$ cat src/rtl/counter_prog.sv
// Programmable up/down event counter: modulus, wrap or saturate, en prescaler,
// parallel load with clamp, one-cycle terminal-count pulse and sticky overflow.
module counter_prog #(
  parameter int              WIDTH    = 32,
  parameter longint unsigned MODULUS  = 64'd1 << WIDTH,
  parameter bit              SATURATE = 1'b0,
  parameter int              PRESCALE = 1
) (
  input  logic             clk,
  input  logic             rst,
  input  logic             en,
  input  logic             up,
  input  logic             load,
  input  logic [WIDTH-1:0] load_val,
  input  logic             clr_ovf,
  output logic [WIDTH-1:0] count,
  output logic             tc,
  output logic             ovf
);

  localparam int PW = (PRESCALE > 1) ? $clog2(PRESCALE) : 1;
  // Top of range is formed in 64 bits so MODULUS == 2**WIDTH yields all-ones.
  localparam logic [WIDTH-1:0] MAX_VAL  = WIDTH'(MODULUS - 64'd1);
  localparam logic [PW-1:0]    PRE_LAST = PW'(PRESCALE - 1);

  logic [PW-1:0]    pre;
  logic [PW-1:0]    pre_nxt;
  logic [WIDTH-1:0] count_nxt;
  logic             tc_nxt;
  logic             ovf_nxt;
  logic             step;
  logic             at_limit;
  logic             boundary;

  always_comb begin
    step      = en && (pre == PRE_LAST);
    at_limit  = up ? (count == MAX_VAL) : (count == '0);
    boundary  = 1'b0;
    count_nxt = count;
    pre_nxt   = pre;

    if (load) begin
      count_nxt = (load_val > MAX_VAL) ? MAX_VAL : load_val;
      pre_nxt   = '0;
    end else if (en) begin
      if (step) begin
        pre_nxt = '0;
        if (at_limit) begin
          boundary = 1'b1;
          if (!SATURATE) begin
            count_nxt = up ? '0 : MAX_VAL;
          end
        end else begin
          count_nxt = up ? (count + WIDTH'(1)) : (count - WIDTH'(1));
        end
      end else begin
        pre_nxt = pre + PW'(1);
      end
    end

    tc_nxt  = boundary;
    // A boundary step outranks a simultaneous clear.
    ovf_nxt = boundary | (ovf & ~clr_ovf);
  end

  always_ff @(posedge clk or negedge rst) begin
    if (!rst) begin
      count <= '0;
      pre   <= '0;
      tc    <= 1'b0;
      ovf   <= 1'b0;
    end else begin
      count <= count_nxt;
      pre   <= pre_nxt;
      tc    <= tc_nxt;
      ovf   <= ovf_nxt;
    end
  end

endmodule

$ cat config.mk
export PLATFORM = sky130hd
export DESIGN_NAME = counter_prog
export DESIGN_NICKNAME = d
export VERILOG_FILES = /design/src/rtl/counter_prog.sv
export SDC_FILE = /design/constraint.sdc
export NUM_CORES = 1
export LEC_CHECK = 0
export BUFFER_PORTS_ARGS = -buffer_cell sky130_fd_sc_hd__clkbuf_2
export CAP_MARGIN = 10
export CORE_MARGIN = 10
export CORE_UTILIZATION = 35
export CTS_CLUSTER_DIAMETER = 80
export CTS_CLUSTER_SIZE = 40
export DETAILED_ROUTE_END_ITERATION = 16
export PLACE_DENSITY_LB_ADDON = 0.1
export REMOVE_ABC_BUFFERS = 1
export SLEW_MARGIN = 40
export SYNTH_ARGS = -nofsm -noshare
export SYNTH_HDL_FRONTEND = slang
export SYNTH_SLANG_ARGS = --single-unit
$ cat constraint.sdc
create_clock -name clk -period 7.5 [get_ports clk]
set_clock_uncertainty 0.1 [all_clocks]
set_input_delay 0.375 -clock clk [delete_from_list [all_inputs] [get_ports clk]]
set_output_delay 0.375 -clock clk [all_outputs]
set_load 0.02 [all_outputs]
==> metrics.md, run 1 <==
| Metric | Value |
|---|---|
| Max FO, Critical Path | 30 |
| Setup CP Type | in -> reg |
| Initial drt markers | 230 |
| Top cells by count, synth | a21oi_1 (67), nand2_1 (52), o21ai_0 (39) |
| Hold Fails Final Rpt | 33 |
| Initial Utilization | 0.3573 |
| Clk root buf | clkbuf_8 |
| Initial antenna violation count | 0 |
| Num ports | 72 |
| Number of synthesized flops with an enable pin | 0 |
| CTS H-tree depth | 2 |
| Max Buffers Root-to-Sink | 2 |
| Clk sinks | 35 |
| RSZ-0062 raised after global routing | no |
| Critical path arrival | 3.31 ns |
| Dpl cells | 662 |
| CP Capture Type | register |
| Clk slew on worst S/H paths | 0.08 ns |
| Final slew viol count | 0 |
| Post-synth top area cell | dfrtp_1 |
| Num CTS Buffers | 5 |
| CP max stage delay | 0.48 ns |
| Number of synthesized register bits | 35 |
| First-pass GRT wire length | 20950 µm |
| Vias in the first global route | 3827 |
| Ys flop type | dfrtp_1 |
| Setup bufs post-CTS | 0 |
| Register-to-Register Path Depth | 8 |
| Detailed Route WL | 13110 µm |
| # setup viols final | 0 |
| Rows | 37 |
| Seq/Total Area, Yosys | 0.2385 |
| Worst path cell trace | clkbuf_2, inv_2, ha_1, a211oi_1, o211ai_1, a211oi_1, nor3b_1, nor2_1, a311oi_1, xor2_1, o221ai_1 |
| Status | finished, violations left |
| Tcrit/Tclk final | 0.4350 |
| Max Fclk | 306.5 MHz |
| TritonRoute pass-1 iters | 4 |
| # port buffers | 71 |
| Placeable core area | 10280 µm² |
| Drt wl/cell | 19.60 µm |
| Least-Margin Pin Slew | 0.6670 ns |
| FF-to-FF Start | count[15] |
| Crit path time final | 3.263 ns |
| CP Data Required Time | 7.54 ns |
| Post-synth cell types | 61 |
| Filler instances | 1105 |
| Cell count after synthesis | 475 |
| Mapped cell area | 3672 µm² |
| Largest net degree at the start of global routing | 60 |
| Fraction of layout cells with a size suffix above 1 | 0.1932 |
| Chip height | 122.4 µm |
| GP Congestion | 0.9011 |
| Final global-route overflow total | 0 |
| Vias/cell | 5.747 |
| Hold Path Class | in -> async |
| Reg-to-reg critical path endpoint | count[25] |
| Top-count cell post-synth | a21oi_1 |
| Failing checks | hold timing |
| Vias | 3845 |
| Final ANT Viol Nets | 0 |
| Critical Path Source Type | input pin |
| Worst vdd ir | 82.13 µV |
| Synth-to-Final Area Change | 14.51% |
| CP max-delay cell | inv_2 |
| Dpl hpwl | 9870 µm |
| Residual DRC | 0 |
| Asr flop ratio synth | 1.000 |
| Hold slack | -0.008229 ns |
| Relative slew slack | 0.5533 |
| Post-CTS sizing | 0 |
| CTS tree | yes |
| Maxcap violations | 0 |
| # diodes | 0 |
| Buffers and inverters on the worst path | 2 |
| Largest cells by area after synthesis | dfrtp_1 (24%), ha_1 (10%), a21oi_1 (9.1%) |
| Yosys top cell area share | 0.2385 |
| R2r setup slk | 4.33 ns |
| Nets | 602 |
| Worst-Skew Late Latency | 0.29 ns |
| Synth Area per Inst | 7.731 µm² |
| Leakage | 1.877 nW |
| CP most frequent cell | a211oi_1 |
| CP top delay family | compound AO/OA/AOI/OAI gates |
| DIE WIDTH | 122.4 µm |
| Syn. warnings | 0 |
| Setup TNS | 0 ns |
| Power Density | 235.2 nW/µm² |
| Hold_buf cts | 0 |
| Die area | 14990 µm² |
| Tot GR Track Use | 0.1743 |
| Final Non-Filler Cells | 669 |
## cell families after synthesis
logic type	share of synthesized area
and+or+nand+nor	0.2201
adders and majority gates	0.1077
DFF	0.2385
AOI/OAI and AO/OA	0.3182
buffers and inverters	0.05076
muxes	0.002726
xor gates and xnor gates	0.06201
## where the power goes
| group | internal (W) | leakage, nW | switching, W |
|---|---|---|---|
| sequential | 0.000221 | 0.420 | 0.0000545 |
| clock | 0.0000723 | 0.0470 | 0.0000764 |
| combinational | 0.000223 | 1.41 | 0.000342 |
| total | 0.000516 | 1.88 | 0.000473 |
## sequential cells by signal, summed over array words and instances (netlist names)
signal,count
count,32
ovf,1
pre,1
tc,1
## per-stage QoR
| stage | power, W | cell area, µm² | utilization | setup slack [ns] |
|---|---|---|---|---|
| global route | 0.001075 | 4205 | 0.4092 | 4.000 |
| global placement | 0.0008401 | 4105 | 0.3994 | 3.698 |
| CTS | 0.0009970 | 4205 | 0.4092 | 4.256 |
| detailed placement | 0.0008397 | 4118 | 0.4007 | 3.954 |
| floorplan | 0.0006717 | 3542 | - | 4.436 |
| finish | 0.0009889 | 4205 | 0.4092 | 4.237 |
## how the worst max path moves through the flow
stage	start	to	slack (ns)	cells past startpoint
final	up	count[30]	4.24	11
after global routing	up	count[30]	4.00	11
after CTS	up	count[30]	4.26	11
after detailed placement	up	count[30]	3.95	11
after global placement	up	count[30]	3.70	11
after floorplan	up	count[30]	4.44	10
## layout make-up
class / instances / area (µm²) / area share
multi-input combinational: 401 / 2628 / 0.6248
inverter: 15 / 56.30 / 0.01339
clock buffer: 6 / 82.58 / 0.01964
tap: 136 / 170.2 / 0.04046
clock inverter: 1 / 5.005 / 0.001190
timing repair buffer: 75 / 387.9 / 0.09223
sequential: 35 / 875.8 / 0.2083
## layer usage
metal / track usage / share of wire / vias up
met4: 0.03461 / 0.0076 / 0
met2: 0.2897 / 0.48 / 93
met1: 0.2291 / 0.46 / 1833
met5: 0 / 0 / -
met3: 0.03581 / 0.060 / 13
li1: - / - / 1906
## cell usage in the layout, fill, tap and decap left out, types with 4 or more instances in the layout
| cell type | instances |
|---|---|
| a211oi_1 | 6 |
| a21o_1 | 11 |
| a21oi_1 | 67 |
| a31oi_1 | 10 |
| and3_1 | 5 |
| buf_4 | 4 |
| clkbuf_2 | 70 |
| clkbuf_8 | 6 |
| dfrtp_1 | 35 |
| ha_1 | 30 |
| inv_1 | 14 |
| nand2_1 | 52 |
| nand2b_1 | 5 |
| nand3_1 | 8 |
| nand4_1 | 14 |
| nor2_1 | 32 |
| nor3_1 | 6 |
| nor4_1 | 10 |
| o21a_1 | 6 |
| o21ai_0 | 39 |
| o221ai_1 | 10 |
| o31ai_1 | 7 |
| or3_1 | 4 |
| xnor2_1 | 16 |
| xor2_1 | 10 |
(Power assumes the default switching activity.)
==> run 2, diff against run 1 <==
Clock period 7.5 ns to 3.05 ns, I/O delays scaled along.
==> metrics.md, run 2 (synthesis gave the netlist of run 1 again) <==
| Metric | Value |
|---|---|
| Maxcap violations | 0 (unchanged) |
| Rows | 37 (unchanged) |
| Num ports | 72 (unchanged) |
| Worst vdd ir | 197.8 µV (was 82.13 µV) |
| Largest reg by FF count | count (unchanged) |
| Placeable core area | 10280 µm² (unchanged) |
| Filler instances | 1068 (was 1105) |
| Drt wl/cell | 19.16 µm (was 19.60 µm) |
| Power Density | 556.4 nW/µm² (was 235.2 nW/µm²) |
| Max Fclk | 338.7 MHz |
| GP Congestion | 0.9157 (was 0.9011) |
| Final ANT Viol Nets | 0 (unchanged) |
| Final slew viol count | 0 (unchanged) |
| CTS tree | yes (unchanged) |
| P_sw | 0.001224 W (was 0.0004729 W) |
| Setup CP Type | reg -> reg (was in -> reg) |
| P_int | 0.001426 W (was 0.0005161 W) |
| CP max-delay cell | o41ai_2 (was inv_2) |
| Max Buffers Root-to-Sink | 2 (unchanged) |
| Largest net degree at the start of global routing | 36 (was 60) |
| Vias | 4081 (was 3845) |
| CP max stage delay | 0.49 ns (was 0.48 ns) |
| Vias in the first global route | 4082 (was 3827) |
| # port buffers | 71 (unchanged) |
| Max FFs per register | 32 (unchanged) |
| # diodes | 0 (unchanged) |
| Max FO, Critical Path | 5 (was 30) |
| DIE WIDTH | 122.4 µm (unchanged) |
| Clk slew on worst S/H paths | 0.09 ns (was 0.08 ns) |
| Clk sinks | 35 (unchanged) |
| Relative slew slack | 0.5256 (was 0.5533) |
| First-pass GRT wire length | 22350 µm (was 20950 µm) |
| R2r setup slk | 0.1 ns (was 4.33 ns) |
| Synth-to-Final Area Change | 29.71% (was 14.51%) |
| Num CTS Buffers | 5 (unchanged) |
| Leakage | 2.162 nW (was 1.877 nW) |
| Most frequent cells in the layout | clkbuf_2 (70), a21oi_1 (67), nand2_1 (52) (unchanged) |
| Residual DRC | 0 (unchanged) |
| Tot Pwr | 0.002650 W (was 0.0009889 W) |
| Critical Path Source Type | register (was input pin) |
| Crit path time final | 2.952 ns |
| Fraction of layout cells with a size suffix above 1 | 0.2192 (was 0.1932) |
| Hold Fails Final Rpt | 0 (was 33) |
| CP Data Required Time | 3.12 ns (was 7.54 ns) |
| Initial antenna violation count | 0 (unchanged) |
| Chip height | 122.4 µm (unchanged) |
| # setup viols final | 0 (unchanged) |
| Detailed Route WL | 13970 µm (was 13110 µm) |
| Die area | 14990 µm² (unchanged) |
| Tot GR Track Use | 0.1872 (was 0.1743) |
| Clk root buf | clkbuf_8 (unchanged) |
| Dpl hpwl | 10790 µm (was 9870 µm) |
| CP Capture Type | register (unchanged) |
| Clock power frac | 0.171 (was 0.150) |
| Worst path cell trace | ha_1, a21o_2, a21oi_1, a21oi_2, o41ai_2, buf_4, nor2_1, a31o_2, xnor2_1, o221ai_1 (was clkbuf_2, inv_2, ha_1, a211oi_1, o211ai_1, a211oi_1, nor3b_1, nor2_1, a311oi_1, xor2_1, o221ai_1) |
| Initial Utilization | 0.3573 (unchanged) |
| Register share of total power | 0.253 (was 0.278) |
| Post-route core utilization | 0.4635 (was 0.4092) |
| Vias/cell | 5.598 (was 5.747) |
| CTS H-tree depth | 2 (unchanged) |
| Final global-route overflow total | 0 (unchanged) |
| TritonRoute pass-1 iters | 4 (unchanged) |
| Nets | 661 (was 602) |
| Combinational power share | 0.577 (was 0.571) |
| Setup bufs post-CTS | 0 (unchanged) |
| Critical path arrival | 3.03 ns (was 3.31 ns) |
| Tcrit/Tclk final | 0.9680 |
| Worst-Skew Late Latency | 0.31 ns (was 0.29 ns) |
| Status | finished, final reports clean (was finished, violations left) |
| Commonest non-fill, non-tap cell in the layout | clkbuf_2 (unchanged) |
| Initial drt markers | 275 (was 230) |
| Hold Path Class | in -> reg (was in -> async) |
| Sw Ratio | 0.4620 (was 0.4782) |
| Least-Margin Pin Slew | 0.7052 ns (was 0.6670 ns) |
run 2: final cells by class:
cell class | instances | area, µm² | share of cell area
Sequential cell | 35 | 875.8 | 0.1839
Inverter | 15 | 56.30 | 0.01182
Multi-Input combinational cell | 401 | 2628 | 0.5516
Timing Repair Buffer | 134 | 920.9 | 0.1933
Clock buffer | 5 | 68.82 | 0.01445
Tap cell | 136 | 170.2 | 0.03572
Clock inverter | 3 | 43.79 | 0.009194
run 2: critical path, delay by kind of cell (launching register included):
family / cells / cell delay [ns]
adder cells (fa/ha/maj): 1 / 0.39
XOR/XNOR: 1 / 0.14
AND/OR/NAND/NOR: 1 / 0.04
AO/OA/AOI/OAI: 6 / 1.46
buffers and inverters: 1 / 0.22
flip-flops: 1 / 0.46
run 2: repair_timing:
item	CTS	global route
endpoints found under the setup margin	0	1
resized for setup	0	1
hold buffers	31	0
hold endpoints to repair	65	0
run 2: worst paths after layout:
path	start	endpoint	cells after the start
min in group asynchronous	rst	count[11]	2
max in group asynchronous	rst	count[21]	2
worst min register to register	ovf	ovf	1
worst max-delay path	count[3]	count[15]	10
worst min-delay path	load_val[28]	count[28]	3
worst max register to register	count[3]	count[15]	10
run 2: power groups by stage:
stage	combinational (W)	sequential, W	clock [W]
after global placement	0.00148	0.000674	0
after global routing	0.00169	0.000684	0.000499
final	0.00153	0.000669	0.000453
after floorplan	0.000913	0.000739	0
after CTS	0.00152	0.000668	0.000472
after detailed placement	0.00148	0.000677	0
run 2: metrics by stage:
| stage | hold slack [ns] | cell area, µm² | setup slack [ns] | TNS [ns] | instances |
|---|---|---|---|---|---|
| finish | 0.07171 | 4763 | 0.09775 | 0 | 729 |
| CTS | 0.06017 | 4752 | 0.1285 | 0 | 729 |
| detailed placement | 0.09367 | 4329 | 0.1555 | 0 | 690 |
| global route | 0.08059 | 4763 | -0.01442 | -0.01442 | 729 |
| global placement | 0.2477 | 4327 | 0.1544 | 0 | 690 |
| floorplan | -0.2431 | 3542 | 0.2083 | 0 | 451 |
run 2: per-layer routing:
metal / wire (µm) / GRT usage / vias up
met3: 924 / 0.03765 / 9
met5: 0 / 0 / -
met1: 6274 / 0.2467 / 1935
met4: 125 / 0.03682 / 0
met2: 6646 / 0.3109 / 112
li1: - / - / 2025
